$ cat config.mk
export PLATFORM = sky130hd
export DESIGN_NAME = flex_clock_coord
export DESIGN_NICKNAME = d
export VERILOG_FILES = /design/src/rtl/oled_pkg.sv /design/src/rtl/flexible_clock.sv /design/src/rtl/idx_to_coord.sv /design/src/rtl/flex_clock_coord.sv
export SDC_FILE = /design/constraint.sdc
export NUM_CORES = 1
export LEC_CHECK = 0
export BUFFER_PORTS_ARGS = -buffer_cell sky130_fd_sc_hd__buf_2
export CORE_UTILIZATION = 35
export DETAILED_ROUTE_END_ITERATION = 8
export GPL_TIMING_DRIVEN = 0
export SETUP_SLACK_MARGIN = 0.05
export SYNTH_ARGS = -nofsm -noshare
export SYNTH_HDL_FRONTEND = slang
export SYNTH_SLANG_ARGS = --single-unit
export TNS_END_PERCENT = 10
$ cat constraint.sdc
create_clock -name basys_clk -period 21.3 [get_ports basys_clk]
set_input_delay 3.195 -clock basys_clk [delete_from_list [all_inputs] [get_ports basys_clk]]
set_output_delay 3.195 -clock basys_clk [all_outputs]
set_load 0.02 [all_outputs]
$ cat src/rtl/oled_pkg.sv
// Shared constants for the 96x64 OLED display path and the board-clock divider presets.
// Presets are terminal counts for a 100 MHz source: f_out = 100 MHz / (2*(count+1)).
package oled_pkg;

  localparam int OLED_WIDTH  = 96;
  localparam int OLED_HEIGHT = 64;
  localparam int OLED_PIXELS = OLED_WIDTH * OLED_HEIGHT;

  localparam int CNT_6P25M   = 7;
  localparam int CNT_1K      = 49_999;
  localparam int CNT_200HZ   = 249_999;

endpackage

$ cat src/rtl/flexible_clock.sv
// Programmable divider: out_clk toggles whenever the count reaches count_in.
// out_tick marks the cycle in which out_clk has just gone high.
module flexible_clock #(
  parameter int CNT_W = 32
) (
  input  logic             basys_clk,
  input  logic             reset,
  input  logic [CNT_W-1:0] count_in,
  output logic             out_clk,
  output logic             out_tick
);

  logic [CNT_W-1:0] cnt_q, cnt_d;
  logic             clk_q, clk_d;
  logic             tick_q, tick_d;

  // >= rather than == so that lowering count_in below cnt wraps at once.
  always_comb begin
    cnt_d  = cnt_q + CNT_W'(1);
    clk_d  = clk_q;
    tick_d = 1'b0;
    if (cnt_q >= count_in) begin
      cnt_d  = '0;
      clk_d  = ~clk_q;
      tick_d = ~clk_q;
    end
  end

  always_ff @(posedge basys_clk) begin
    if (reset) begin
      cnt_q  <= '0;
      clk_q  <= 1'b0;
      tick_q <= 1'b0;
    end else begin
      cnt_q  <= cnt_d;
      clk_q  <= clk_d;
      tick_q <= tick_d;
    end
  end

  assign out_clk  = clk_q;
  assign out_tick = tick_q;

endmodule

$ cat src/rtl/idx_to_coord.sv
// Combinational row-major index to (x, y): long division by the constant WIDTH,
// one compare/subtract stage per index bit, exact for every input value.
module idx_to_coord
  import oled_pkg::*;
#(
  parameter int IDX_W  = 13,
  parameter int WIDTH  = OLED_WIDTH,
  parameter int HEIGHT = OLED_HEIGHT
) (
  input  logic [IDX_W-1:0] pix_index,
  output logic [IDX_W-1:0] x,
  output logic [IDX_W-1:0] y,
  output logic             in_range
);

  localparam logic [IDX_W:0] W_C   = (IDX_W+1)'(WIDTH);
  localparam logic [31:0]    PIX_C = 32'(WIDTH * HEIGHT);

  logic [IDX_W:0]   rem;
  logic [IDX_W-1:0] quo;

  // Remainder stays below WIDTH between stages, so its top bit is always free.
  always_comb begin
    rem = '0;
    quo = '0;
    for (int i = IDX_W - 1; i >= 0; i--) begin
      rem = {rem[IDX_W-1:0], pix_index[i]};
      if (rem >= W_C) begin
        rem    = rem - W_C;
        quo[i] = 1'b1;
      end
    end
  end

  assign x        = rem[IDX_W-1:0];
  assign y        = quo;
  assign in_range = (32'(pix_index) < PIX_C);

endmodule

$ cat src/rtl/flex_clock_coord.sv
// Display-timing helper: clock divider plus pixel-index-to-coordinate converter.
// Divider outputs are registered; coordinates are combinational from pix_index.
module flex_clock_coord
  import oled_pkg::*;
#(
  parameter int CNT_W  = 32,
  parameter int IDX_W  = 13,
  parameter int WIDTH  = OLED_WIDTH,
  parameter int HEIGHT = OLED_HEIGHT
) (
  input  logic             basys_clk,
  input  logic             reset,
  input  logic [CNT_W-1:0] count_in,
  output logic             out_clk,
  output logic             out_tick,
  input  logic [IDX_W-1:0] pix_index,
  output logic [IDX_W-1:0] x,
  output logic [IDX_W-1:0] y,
  output logic             in_range
);

  flexible_clock #(
    .CNT_W (CNT_W)
  ) u_div (
    .basys_clk (basys_clk),
    .reset     (reset),
    .count_in  (count_in),
    .out_clk   (out_clk),
    .out_tick  (out_tick)
  );

  idx_to_coord #(
    .IDX_W  (IDX_W),
    .WIDTH  (WIDTH),
    .HEIGHT (HEIGHT)
  ) u_coord (
    .pix_index (pix_index),
    .x         (x),
    .y         (y),
    .in_range  (in_range)
  );

endmodule

==> Word level (Yosys, flattened, before mapping) <==
Cells that the tools add are included.
{ "classes": {"n_bitwise": 2, "n_reduce_logical": 2, "n_addsub": 8, "n_mux": 14, "order_cmp": 9} }
{ "op_table": {"columns": ["operator", "count"], "rows": [
  ["$mux 13", 7],
  ["$ge 14x7->1 const B", 6],
  ["$sub 13x7->13 const B", 6],
  ["$add 32x1->32 const B", 1],
  ["$ge 32x32->1", 1],
  ["$lt 13x13->1 const B", 1],
  ["$sub 7x7->8 const B", 1],
  ["$ge 7x7->1 const B", 1],
  ["$mux 1", 7],
  ["$reduce_or 2->1", 2],
  ["$not 1->1", 2]
]} }
{ "word_totals": {"inputBits": 47, "reg_bits": 34, "elab_cells": 38, "output_inout_bits": 29} }

==> Depth between registers and ports, before layout <==
{ "depth": {"word_depth": 14, "ltp_mapped": 42, "depth_no_buf": 38} }

==> Hierarchy <==
Synthesis repeated with hierarchy kept, for this count alone.
{ "unflattened": {"cells_unflattened": 520, "hier_area_um2": 4038.9} }
{ "modules_own_cells": {"columns": ["mod", "area_per_inst_um2", "instances", "seq_area_each_um2", "cells_per_inst"], "rows": [
  ["flexible_clock", 2210.9, 1, 680.7, 272],
  ["idx_to_coord", 1828.0, 1, 0.0, 248]
]} }

==> Least setup slack after synthesis <==
No wires, ideal clock.
{ "synth_timing": {"path_kind": "input to output", "startpoint": "in pix_index[6]", "endpoint": "out x[10]", "t_arrival_ns": 10.668, "setup_slack_ns": 7.437, "stages": 39, "path_cell_list": "buf_2 or4_4 o211ai_4 a21oi_2 ha_1 inv_1 o22ai_1 a22o_1 nor3_2 xnor2_1 ha_1 nand3_1 nand4_2 nor2_2 xnor2_1 ha_1 clkbuf_1 nand4b_1 (+3 left out) nand2_1 and4_4 buf_6 xor2_1 inv_1 ha_1 clkbuf_1 nand3b_1 nor2_1 nor3b_2 o21ai_2 nor4_4 xnor2_1 ha_1 and3b_1 nor4_4 nor3_1 xnor2_1"} }
{ "synth_between": {"elab_chain_cells": 14} }
{ "synth_lines": {"columns": ["item", "line", "source"], "rows": [
  ["start: declaration", "flex_clock_coord.sv:16", "input logic [IDX_W-1:0] pix_index,"],
  ["$sub 7x7->8 or $ge 7x7->1 (tied branches)", "idx_to_coord.sv:29, idx_to_coord.sv:28", null],
  ["$mux 13 (*)", "idx_to_coord.sv:28", "if (rem >= W_C) begin"],
  ["$sub 13x7->13 or $ge 14x7->1 (tied branches)", "idx_to_coord.sv:29, idx_to_coord.sv:28", null],
  ["$mux 13 (*)", "idx_to_coord.sv:28", null],
  ["$sub 13x7->13 or $ge 14x7->1 (tied branches)", "idx_to_coord.sv:29, idx_to_coord.sv:28", null],
  ["$mux 13 (*)", "idx_to_coord.sv:28", null],
  ["$sub 13x7->13 or $ge 14x7->1 (tied branches)", "idx_to_coord.sv:29, idx_to_coord.sv:28", null],
  ["$mux 13 (*)", "idx_to_coord.sv:28", null],
  ["$sub 13x7->13 or $ge 14x7->1 (tied branches)", "idx_to_coord.sv:29, idx_to_coord.sv:28", null],
  ["$mux 13 (*)", "idx_to_coord.sv:28", null],
  ["$sub 13x7->13 or $ge 14x7->1 (tied branches)", "idx_to_coord.sv:29, idx_to_coord.sv:28", null],
  ["$mux 13 (*)", "idx_to_coord.sv:28", null],
  ["$sub 13x7->13 or $ge 14x7->1 (tied branches)", "idx_to_coord.sv:29, idx_to_coord.sv:28", null],
  ["$mux 13 (*)", "idx_to_coord.sv:28", null],
  ["end: declaration", "flex_clock_coord.sv:17", "output logic [IDX_W-1:0] x,"]
]} }
Mark *: on every way between the ends. The rest lies on a longest branch, timed or not.

==> Worst setup path after layout <==
{ "layout_timing": {"startpoint": "in pix_index[12]", "endpoint": "out x[10]"} }
{ "layout_between": {"elab_chain_cells": 14} }
{ "layout_lines": {"columns": ["item", "line"], "rows": [
  ["$sub 7x7->8 or $ge 7x7->1 (tied branches)", "idx_to_coord.sv:29, idx_to_coord.sv:28"],
  ["$mux 13 (*)", "idx_to_coord.sv:28"],
  ["$sub 13x7->13 or $ge 14x7->1 (tied branches)", "idx_to_coord.sv:29, idx_to_coord.sv:28"],
  ["$mux 13 (*)", "idx_to_coord.sv:28"],
  ["$sub 13x7->13 or $ge 14x7->1 (tied branches)", "idx_to_coord.sv:29, idx_to_coord.sv:28"],
  ["$mux 13 (*)", "idx_to_coord.sv:28"],
  ["$sub 13x7->13 or $ge 14x7->1 (tied branches)", "idx_to_coord.sv:29, idx_to_coord.sv:28"],
  ["$mux 13 (*)", "idx_to_coord.sv:28"],
  ["$sub 13x7->13 or $ge 14x7->1 (tied branches)", "idx_to_coord.sv:29, idx_to_coord.sv:28"],
  ["$mux 13 (*)", "idx_to_coord.sv:28"],
  ["$ge 14x7->1 or $sub 13x7->13 (tied branches)", "idx_to_coord.sv:28, idx_to_coord.sv:29"],
  ["$mux 13 (*)", "idx_to_coord.sv:28"],
  ["$sub 13x7->13 or $ge 14x7->1 (tied branches)", "idx_to_coord.sv:29, idx_to_coord.sv:28"],
  ["$mux 13 (*)", "idx_to_coord.sv:28"]
]} }
Marked as above.

==> summary.txt <==
Detailed routing
  • Drt pass-1 iters: 7
  • Wirelength per Cell: 13.1 µm
  • Post-DR vias/cell: 5.33
  • Routed Antenna Nets: 0
  • Total Wirelength: 10100 µm
  • First DRT Iteration DRCs: 276
  • DRC viols: 5
  • Vias: 4095

Setup path
  • Worst EP arrival: 11.95 ns
  • Crit start category: input pin
  • Worst Setup EP: x[10]
  • RR Endpoint: u_div.cnt_q[28]
  • R2r startpoint: u_div.cnt_q[0]
  • Critical Path Fanout Max: 10
  • Launch point of the worst path: pix_index[12]
  • Reg2Reg Setup Slack: 17.38 ns
  • Worst path required time: 18.11 ns
  • CP most frequent cell: ha_1
  • Setup CP Type: in2out
  • Worst reg2reg path depth: 19
  • Slowest CP cell: nor4_4
  • CP peak stage delay: 0.45 ns
  • Critical Path End Type: output port

Timing
  • Peak Freq: 66.0 MHz
  • Final Max Tran Viols: 0
  • Period Utilization, post-route: 71.1%
  • Final setup violation count: 0
  • Worst hold margin: 0.498 ns
  • Unrepaired setup endpoints after global routing: false
  • Max-slew headroom: 40.9%
  • Slew at the pin closest to its max-slew limit: 0.878 ns
  • Fin crit period: 15.14 ns
  • Setup TNS: 0 ns
  • Clock skew: 0.00275 ns
  • Hold Vio Cnt, Final: 0

Pwr
  • Sw power: 124 µW
  • Switching share of power: 41.9%
  • Leakage: 0.00225 µW
  • Comb pwr share: 54.6%
  • Maximum VDD drop: 0.0264 mV
  • Pwr dens: 60.6 nW/µm²
  • Clock power share: 23.4%
  • Reg power frac: 22.1%
  • Int Power: 173 µW

Floorplanning
  • Die X: 112 µm
  • Die height: 112 µm
  • Die area: 12500 µm²
  • Row cnt: 39
  • Initial Utilization: 36.5%
  • I/O pin cnt: 76
  • CORE AREA: 11600 µm²

Clock network
  • CTS Buffer Depth: 2
  • Clock sinks: 34
  • Clock slew at reported path FFs: 0.05 ns
  • PostCTS Resize Cnt: 0
  • Clk_lat worst skew: 0.28 ns
  • CTS root buf: clkbuf_16
  • Cts bufs inserted: 5
  • CTS tree: yes
  • H-tree levels: 2
  • Post-CTS Setup Inserts: 0
  • CTS Hold Bufs: 0

GRT
  • First-pass GRT wire length: 17400 µm
  • Grt total ovfl: 0
  • Total GRT Usage: 16.5%
  • Vias in the first global route: 3875
  • Initial antenna violation count: 0
  • Pin count of the biggest net entering global routing: 11

Synth
  • Synth area leader: dfxtp_1
  • Top post-synthesis cells by count: inv_1, nor2_1, ha_1, nand2_1, dfxtp_1
  • YS warnings: 0
  • Seq/Total Area, Yosys: 16.1%
  • Syn avg cell area: 7.72 µm²
  • EDFF count, synth: 0
  • Synth top area share: 16.1%
  • Post-synthesis cell count: 546
  • FF+latch count, synth: 34
  • Primary FF master, synth: dfxtp_1
  • Netlist cell types: 83
  • Largest cells by area after synthesis: dfxtp_1, ha_1, xnor2_1
  • Post-synth ARST share: 0%
  • Synth Cell Area: 4220 µm²

Hold path
  • Worst Hold Class: reg2reg

Cells and area
  • Synth-to-Final Area Change: 16.2%
  • Fill cell total of the finished layout: 1197
  • Post-route insts no fill: 769
  • Layout cells sized above 1: 21.9%
  • Ant. Diodes: 0
  • Nets: 716

Placement
  • Placed Cells: 763
  • Detailed Place HPWL: 8270 µm
  • Routability congestion estimate: 0.887
  • IO Port Bufs: 69

Run
  • Max-cap violations: 0

Outcome
  • Failing checks: design-rule violations
  • Run status: finished with violations
==> layer usage <==
metal / part of all wire, % / global-route usage [%] / up-vias
met5: 0 / 0 / -
met3: 4.6 / 2.18 / 17
met1: 46 / 20.8 / 1887
li1: - / - / 2088
met2: 46 / 28.7 / 103
met4: 2.4 / 5.32 / 0
==> per-stage QoR <==
step	util [%]	setup WS, ns	area (µm²)	total power, µW
2_1_floorplan	-	7.44	4240	189
3_3_place_gp	41.2	6.33	4760	224
3_5_place_dp	41.2	6.17	4760	227
4_1_cts	42.4	6.14	4900	297
5_1_grt	42.4	5.27	4900	316
6_report	42.4	6.16	4900	297
==> state kept, by name, indices dropped and copies added (netlist names) <==
name	count
u_div.cnt_q	32
u_div.out_clk	1
u_div.out_tick	1
==> logic make-up after synthesis <==
family / synth area share (%)
muxes: 3.41
buffers and inverters: 8.54
DFF: 16.1
and+or+nand+nor: 28.6
adders and majority gates: 12.5
AOI/OAI and AO/OA: 19.3
xor gates and xnor gates: 11.3
other: 0.178
==> power groups by stage <==
stage	sequential, µW	combinational (µW)	clock [µW]
after floorplan	66.7	123	0
after global placement	66.7	157	0
after detailed placement	66.7	160	0
after CTS	65.4	161	70.6
after global routing	65.5	178	72.9
final	65.5	162	69.5
==> how the worst min path moves through the flow <==
stage / startpoint / to / slack, ns / cells past startpoint
floorplan: u_div.cnt_q[0] / u_div.cnt_q[0] / 0.44 / 1
global placement: u_div.cnt_q[0] / u_div.cnt_q[0] / 0.47 / 1
detailed placement: u_div.cnt_q[0] / u_div.cnt_q[0] / 0.49 / 1
CTS: u_div.cnt_q[0] / u_div.cnt_q[0] / 0.49 / 1
global route: u_div.cnt_q[0] / u_div.cnt_q[0] / 0.55 / 1
finish: u_div.cnt_q[0] / u_div.cnt_q[0] / 0.50 / 1
==> critical path: cells and delay by family <==
kind / cells / cell delay (ns)
AO/OA/AOI/OAI: 7 / 1.26
buffers and inverters: 10 / 1.72
XOR/XNOR: 5 / 0.89
adder cells (fa/ha/maj): 6 / 1.32
AND/OR/NAND/NOR: 16 / 3.57
==> cells in the final DEF (no fill, tap or decap), types with 4 or more instances in the layout <==
cell type / synthesis / layout
nor2_1: 52 / 52
a21oi_1: 13 / 13
mux2i_1: 8 / 8
and2_1: 6 / 6
buf_2: 3 / 72
inv_1: 52 / 52
clkbuf_16: 0 / 5
and3_1: 10 / 10
xor2_1: 23 / 23
nor2b_1: 12 / 12
o211ai_1: 4 / 4
clkbuf_1: 9 / 9
dfxtp_1: 34 / 34
ha_1: 42 / 42
o311ai_0: 4 / 4
nand4_1: 12 / 12
nand3_1: 16 / 16
a31oi_1: 6 / 6
nand2_1: 39 / 39
nor3_1: 19 / 19
xnor2_1: 26 / 26
nor4_1: 8 / 8
a211oi_1: 6 / 6
a21o_1: 13 / 13
nand2b_1: 9 / 9
conb_1: 2 / 7
a21oi_2: 4 / 4
buf_4: 11 / 11
o21ai_0: 11 / 11
==> final cells by class <==
class	count	area, µm²	area share, %
multi-input combinational	437	3200	65.2
buffer	25	154	3.14
inverter	55	206	4.21
clock buffer	6	139	2.83
timing repair buffer	69	345	7.05
sequential	34	681	13.9
tap	143	179	3.65
No activity file was read; power rests on OpenSTA's default activity.
